`config.mk`:
```
export PLATFORM = sky130hd
export DESIGN_NAME = acq_sequencer
export DESIGN_NICKNAME = d
export VERILOG_FILES = /design/src/rtl/acq_pkg.sv /design/src/rtl/acq_edge_det.sv /design/src/rtl/acq_sequencer.sv
export SDC_FILE = /design/constraint.sdc
export NUM_CORES = 1
export LEC_CHECK = 0
export BUFFER_PORTS_ARGS = -buffer_cell sky130_fd_sc_hd__buf_2
export CELL_PAD_IN_SITES_DETAIL_PLACEMENT = 1
export CELL_PAD_IN_SITES_GLOBAL_PLACEMENT = 1
export CORE_MARGIN = 2
export CORE_UTILIZATION = 35
export DETAILED_ROUTE_END_ITERATION = 6
export PLACE_DENSITY = 0.62
export SETUP_SLACK_MARGIN = 0.05
export SYNTH_ARGS = -nofsm -noshare
export SYNTH_HDL_FRONTEND = slang
export SYNTH_SLANG_ARGS = --single-unit
```
`constraint.sdc`:
```
create_clock -name sysclk -period 3.19 [get_ports sysclk]
set_input_delay 0.4785 -clock sysclk [delete_from_list [all_inputs] [get_ports sysclk]]
set_output_delay 0.4785 -clock sysclk [all_outputs]
set_load 0.005 [all_outputs]
```
`src/rtl/acq_pkg.sv`:
```
// -----------------------------------------------------------------------------
// acq_pkg
// Shared definitions for the acquisition sequencer:
//   - acq_state_e      : sequencer state encoding (IDLE/DELAY/CAPTURE/READOUT)
//   - CNT_W_DEF        : default width of sample/word/delay counts
//   - ADDR_W_DEF       : default sample-buffer address width
//   - CTRL_REG_TRIG    : control-register index carrying trig_start (bit 0)
//   - CTRL_REG_SOFT_RST: control-register index carrying soft_rst (bit 0)
// No ports.
// -----------------------------------------------------------------------------
package acq_pkg;

  localparam int CNT_W_DEF         = 16;
  localparam int ADDR_W_DEF        = 12;
  localparam int CTRL_REG_TRIG     = 10;
  localparam int CTRL_REG_SOFT_RST = 12;

  typedef enum logic [1:0] {
    IDLE    = 2'd0,
    DELAY   = 2'd1,
    CAPTURE = 2'd2,
    READOUT = 2'd3
  } acq_state_e;

endpackage

```
`src/rtl/acq_edge_det.sv`:
```
// -----------------------------------------------------------------------------
// acq_edge_det
// One-flop rising-edge detector.
// Ports:
//   clk     in   clock
//   rst_n   in   asynchronous active-low reset (delayed copy resets to 0)
//   i_sig   in   level to watch
//   o_rise  out  high in any cycle where i_sig is 1 and was 0 last cycle
// -----------------------------------------------------------------------------
module acq_edge_det (
  input  logic clk,
  input  logic rst_n,
  input  logic i_sig,
  output logic o_rise
);

  logic r_sig_q;

  always_ff @(posedge clk or negedge rst_n) begin
    if (!rst_n) begin
      r_sig_q <= 1'b0;
    end else begin
      r_sig_q <= i_sig;
    end
  end

  assign o_rise = i_sig & ~r_sig_q;

endmodule

```
`src/rtl/acq_sequencer.sv`:
```
// -----------------------------------------------------------------------------
// acq_sequencer
// Runs one ADC acquisition: trigger edge -> programmable delay -> capture of
// sample_num samples into the sample buffer -> readout of word_num words to
// the SPI transmit path, paced by spi_done.
// Optional build macro: ACQ_TIMESTAMP_EN adds trig_ts (32-bit sysclk count
// latched at each accepted trigger edge).
// Ports:
//   sysclk       in   system clock
//   rst_n        in   asynchronous active-low reset
//   soft_rst     in   synchronous abort (level, active-high)
//   trig_start   in   trigger level; rising edge starts an acquisition
//   sample_num   in   samples to capture
//   word_num     in   words to read out
//   trig_delay   in   cycles between trigger and first capture
//   spi_done     in   one-cycle pulse per completed SPI word
//   cap_en       out  capture-buffer write enable
//   cap_addr     out  capture-buffer write address
//   rd_en        out  one-cycle readout strobe
//   rd_addr      out  readout address
//   busy         out  high whenever not IDLE
//   acq_done     out  one-cycle pulse when an acquisition completes
//   trig_missed  out  sticky: trigger edge arrived while busy
//   trig_ts      out  (ACQ_TIMESTAMP_EN only) timestamp of last accepted edge
// -----------------------------------------------------------------------------
module acq_sequencer
  import acq_pkg::*;
#(
  parameter int CNT_W  = CNT_W_DEF,
  parameter int ADDR_W = ADDR_W_DEF
) (
  input  logic              sysclk,
  input  logic              rst_n,
  input  logic              soft_rst,
  input  logic              trig_start,
  input  logic [CNT_W-1:0]  sample_num,
  input  logic [CNT_W-1:0]  word_num,
  input  logic [CNT_W-1:0]  trig_delay,
  input  logic              spi_done,
  output logic              cap_en,
  output logic [ADDR_W-1:0] cap_addr,
  output logic              rd_en,
  output logic [ADDR_W-1:0] rd_addr,
  output logic              busy,
  output logic              acq_done,
  output logic              trig_missed
`ifdef ACQ_TIMESTAMP_EN
  ,
  output logic [31:0]       trig_ts
`endif
);

  acq_state_e        r_state, w_state_next;
  logic [CNT_W-1:0]  r_cnt, w_cnt_next, w_cnt_inc;
  logic [CNT_W-1:0]  r_sample_num, r_word_num, r_delay;
  logic [ADDR_W-1:0] r_cap_addr, w_cap_addr_next;
  logic [ADDR_W-1:0] r_rd_addr, w_rd_addr_next;
  logic              r_rd_en, w_rd_en_next;
  logic              r_acq_done, w_acq_done_next;
  logic              r_trig_missed, w_trig_missed_next;
  logic              w_edge, w_accept;

  acq_edge_det u_trig_edge (
    .clk    (sysclk),
    .rst_n  (rst_n),
    .i_sig  (trig_start),
    .o_rise (w_edge)
  );

  assign w_cnt_inc = r_cnt + 1'b1;

  // r_cnt is shared: delay cycles in DELAY, samples written in CAPTURE,
  // rd_en pulses issued in READOUT.
  always_comb begin
    w_state_next       = r_state;
    w_cnt_next         = r_cnt;
    w_cap_addr_next    = r_cap_addr;
    w_rd_addr_next     = r_rd_addr;
    w_rd_en_next       = 1'b0;
    w_acq_done_next    = 1'b0;
    w_trig_missed_next = r_trig_missed;
    w_accept           = 1'b0;

    if (soft_rst) begin
      // Abort: any coincident trigger edge is dropped along with the run.
      w_state_next       = IDLE;
      w_trig_missed_next = 1'b0;
    end else begin
      if (w_edge && (r_state != IDLE)) begin
        w_trig_missed_next = 1'b1;
      end

      unique case (r_state)
        IDLE: begin
          if (w_edge) begin
            w_accept        = 1'b1;
            w_state_next    = DELAY;
            w_cnt_next      = '0;
            w_cap_addr_next = '0;
            w_rd_addr_next  = '0;
          end
        end

        DELAY: begin
          if (r_cnt == r_delay) begin
            w_cnt_next = '0;
            if (r_sample_num != '0) begin
              w_state_next = CAPTURE;
            end else if (r_word_num != '0) begin
              // Entry strobe preloads word 0 and counts as the first pulse.
              w_state_next = READOUT;
              w_rd_en_next = 1'b1;
              w_cnt_next   = CNT_W'(1);
            end else begin
              w_state_next    = IDLE;
              w_acq_done_next = 1'b1;
            end
          end else begin
            w_cnt_next = w_cnt_inc;
          end
        end

        CAPTURE: begin
          w_cap_addr_next = r_cap_addr + 1'b1;
          w_cnt_next      = w_cnt_inc;
          if (w_cnt_inc == r_sample_num) begin
            if (r_word_num != '0) begin
              w_state_next = READOUT;
              w_rd_en_next = 1'b1;
              w_cnt_next   = CNT_W'(1);
            end else begin
              w_state_next    = IDLE;
              w_acq_done_next = 1'b1;
            end
          end
        end

        READOUT: begin
          if (spi_done) begin
            if (r_cnt == r_word_num) begin
              w_state_next    = IDLE;
              w_acq_done_next = 1'b1;
            end else begin
              w_rd_addr_next = r_rd_addr + 1'b1;
              w_rd_en_next   = 1'b1;
              w_cnt_next     = w_cnt_inc;
            end
          end
        end

        default: w_state_next = IDLE;
      endcase
    end
  end

  always_ff @(posedge sysclk or negedge rst_n) begin
    if (!rst_n) begin
      r_state       <= IDLE;
      r_cnt         <= '0;
      r_sample_num  <= '0;
      r_word_num    <= '0;
      r_delay       <= '0;
      r_cap_addr    <= '0;
      r_rd_addr     <= '0;
      r_rd_en       <= 1'b0;
      r_acq_done    <= 1'b0;
      r_trig_missed <= 1'b0;
    end else begin
      r_state       <= w_state_next;
      r_cnt         <= w_cnt_next;
      r_cap_addr    <= w_cap_addr_next;
      r_rd_addr     <= w_rd_addr_next;
      r_rd_en       <= w_rd_en_next;
      r_acq_done    <= w_acq_done_next;
      r_trig_missed <= w_trig_missed_next;
      if (w_accept) begin
        r_sample_num <= sample_num;
        r_word_num   <= word_num;
        r_delay      <= trig_delay;
      end
    end
  end

  // soft_rst masks the strobes combinationally so they drop in the same cycle.
  assign cap_en      = (r_state == CAPTURE) & ~soft_rst;
  assign rd_en       = r_rd_en & ~soft_rst;
  assign cap_addr    = r_cap_addr;
  assign rd_addr     = r_rd_addr;
  assign busy        = (r_state != IDLE);
  assign acq_done    = r_acq_done;
  assign trig_missed = r_trig_missed;

`ifdef ACQ_TIMESTAMP_EN
  logic [31:0] r_ts_cnt, r_trig_ts;

  always_ff @(posedge sysclk or negedge rst_n) begin
    if (!rst_n) begin
      r_ts_cnt  <= '0;
      r_trig_ts <= '0;
    end else begin
      r_ts_cnt <= r_ts_cnt + 32'd1;
      if (w_accept) begin
        r_trig_ts <= r_ts_cnt;
      end
    end
  end

  assign trig_ts = r_trig_ts;
`endif

endmodule

```
==> flow_summary.json <==
{
  "min_path_type": "in2async",
  "grt_pass1_vias": 4195,
  "cts.sinks": 94,
  "overflow": 0,
  "drv_cap": 0,
  "drt-initial-drc-count": 167,
  "rsz0062_at_grt": "false",
  "synth_edf_count": 0,
  "synth.distinct_cells": 58,
  "worst_setup_path_start_kind": "register",
  "cts_buffers": 9,
  "setup-tns-final_ns": 0,
  "skew_ns": 0.00642,
  "slowest_delay_ns": 0.58,
  "hold_viol": 0,
  "path_class": "reg2reg",
  "dp.cells": 726,
  "yosys_warnings": 0,
  "worstPathMaxFanout": 14,
  "die_w_um": 126,
  "powerDensity_mw_per_mm2": 536,
  "grt_usage": 0.179,
  "placementRows": 44,
  "layout.nets": 609,
  "routabilityCongestion": 0.820,
  "num_io_pins": 82,
  "instances_no_fill": 742,
  "portBuffers": 81,
  "antennaDiodeCount": 0,
  "avgSynthCellArea_um2": 10.7,
  "slowest_stage": "dfrtp_1",
  "max-slew-margin-rel": 0.558,
  "syn_inst": 486,
  "drt-pass1-iter-count": 4,
  "drc": 0,
  "crit_path_cell_trace": "ha_1 -> nand4_1 -> nor4_2 -> xnor2_1 -> o2111a_1 -> nand4_2 -> a21oi_4 -> nor2_1",
  "drive_above_1_share": 0.297,
  "cts_max_path_buffers": 2,
  "synth_ff_type": "dfrtp_1",
  "async_flop_share": 1.00,
  "ant_nets": 0,
  "syn_nets": 542,
  "layout_commonest_cell": "dfrtp_1",
  "required_ns": 3.40,
  "setup_violations": 0,
  "via_per_inst": 5.32,
  "fmax_ghz": 0.351,
  "p_leak_uw": 0.00270,
  "post-dp-hpwl_mm": 10.1,
  "avgRoutedWirePerCell_um": 18.5,
  "syn_area_mm2": 0.00519,
  "dieArea_mm2": 0.0158,
  "cp-end-kind": "register",
  "holdWs_ns": 0.155,
  "status": "complete, no violations",
  "htree_levels": 3,
  "antenna_found_initial": 0,
  "area_delta_synth_final_pct": 15.9,
  "dr_total_vias": 3946,
  "worst_slew_pin_slew_ns": 0.662,
  "ys_seq_elements": 94,
  "wirelength_mm": 13.7,
  "arrival_ns": 3.06,
  "vdd_ir_drop_max_v": 0.000293,
  "period_share": 0.893,
  "nFillCells": 1647,
  "core_area_mm2": 0.0145,
  "die_h_um": 126,
  "drv_slew": 0,
  "layout_common_cells": "dfrtp_1, buf_2, mux2_2",
  "grt_max_degree": 67,
  "clockRootBuffer": "clkbuf_16",
  "grt_pass1_wl_mm": 22.6,
  "cts_tree": "done",
  "clkTransAtPathRegs_ns": 0.06,
  "period_needed_ns": 2.85,
  "clk_latency_ns": 0.35,
  "ys_seq_area_frac": 0.454,
  "initial_core_util": 0.358
}
[power breakdown]
| group | switching [µW] | internal, µW |
|---|---|---|
| clock network | 451 | 571 |
| logic | 284 | 330 |
| registers | 230 | 1360 |
[final cells by class]
type                            count  area [µm²]  area share
Inverter                            7        26.3     0.00437
Multi-Input combinational cell    355        2650       0.441
Tap cell                          184         230      0.0383
Timing Repair Buffer               86         470      0.0783
Clock inverter                      3        18.8     0.00312
Clock buffer                       13         260      0.0433
Sequential cell                    94        2350       0.391
[registers in the layout, indices dropped and copies added (netlist names)]
register,cells
r_cnt,16
r_word_num,16
u_trig_edge.r_sig_q,1
r_state,2
r_sample_num,16
rd_addr,12
cap_addr,12
r_delay,16
acq_done,1
r_rd_en,1
trig_missed,1
[logic make-up after synthesis]
logic type               count (synthesis)  synth area share
adder cells (fa/ha/maj)                  3           0.00724
buffers and inverters                   37            0.0372
XOR/XNOR                                82             0.138
flip-flops                              94             0.454
AO/OA/AOI/OAI                           47            0.0671
multiplexers                            52             0.112
AND/OR/NAND/NOR                        171             0.184
[synthesized netlist by cell type, types with 9 or more instances]
master,n,area [µm²]
a21oi_1,10,50.1
and3_1,10,62.6
buf_2,15,75.1
dfrtp_1,94,2350
mux2_2,49,552
nand2_1,16,60.1
nand3_1,12,60.1
nand4_1,17,106
nor2_1,48,180
nor3_1,11,55.1
nor4_1,18,113
o21ai_0,9,45.0
xnor2_1,35,307
xor2_1,47,412
[routing by layer]
metal	GRT usage	vias to the layer above	share of wire
met1	0.248	1997	0.47
met2	0.288	76	0.47
met4	0.0575	0	0.020
li1	-	1857	-
met5	0	-	0
met3	0.0302	16	0.032
[worst max-delay path: cells and delay by family (launching register included)]
family / cells / cell delay [ns]
fa+ha+maj: 1 / 0.33
simple gates: 4 / 0.96
xor+xnor: 1 / 0.17
compound gates: 2 / 0.66
flops: 1 / 0.58
[timing repair]
action / CTS / global route
gates resized for setup: 0 / 1
setup buffers: 0 / 0
hold buffers: 0 / 0
endpoints found under the setup margin: 0 / 13
[metrics by stage]
| step | utilization | total power, µW | setup WS [ns] | area, µm² |
|---|---|---|---|---|
| floorplan | - | 2000 | 0.950 | 5190 |
| detailed placement | 0.395 | 2220 | 0.261 | 5730 |
| global route | 0.415 | 3410 | 0.103 | 6010 |
| CTS | 0.415 | 3270 | 0.240 | 6000 |
| global placement | 0.395 | 2200 | 0.490 | 5730 |
| finish | 0.415 | 3220 | 0.342 | 6010 |
[path summary, 6_finish.rpt]
kind                                              start                       endpoint  slack [ns]  cells after the start
worst max-delay path               r_cnt[0]$_DFFE_PN0P_           r_cnt[4]$_DFFE_PN0P_        0.34                      8
worst min-delay path                              rst_n    r_sample_num[2]$_DFFE_PN0P_        0.16                      1
worst max register to register     r_cnt[0]$_DFFE_PN0P_           r_cnt[4]$_DFFE_PN0P_        0.34                      8
worst min register to register  trig_missed$_DFFE_PN0P_        trig_missed$_DFFE_PN0P_        0.49                      2
max in group asynchronous                         rst_n     r_word_num[15]$_DFFE_PN0P_        2.36                      2
min in group sysclk                          trig_start  u_trig_edge.r_sig_q$_DFF_PN0_        0.26                      1
No activity file was read; power rests on OpenSTA's default activity.
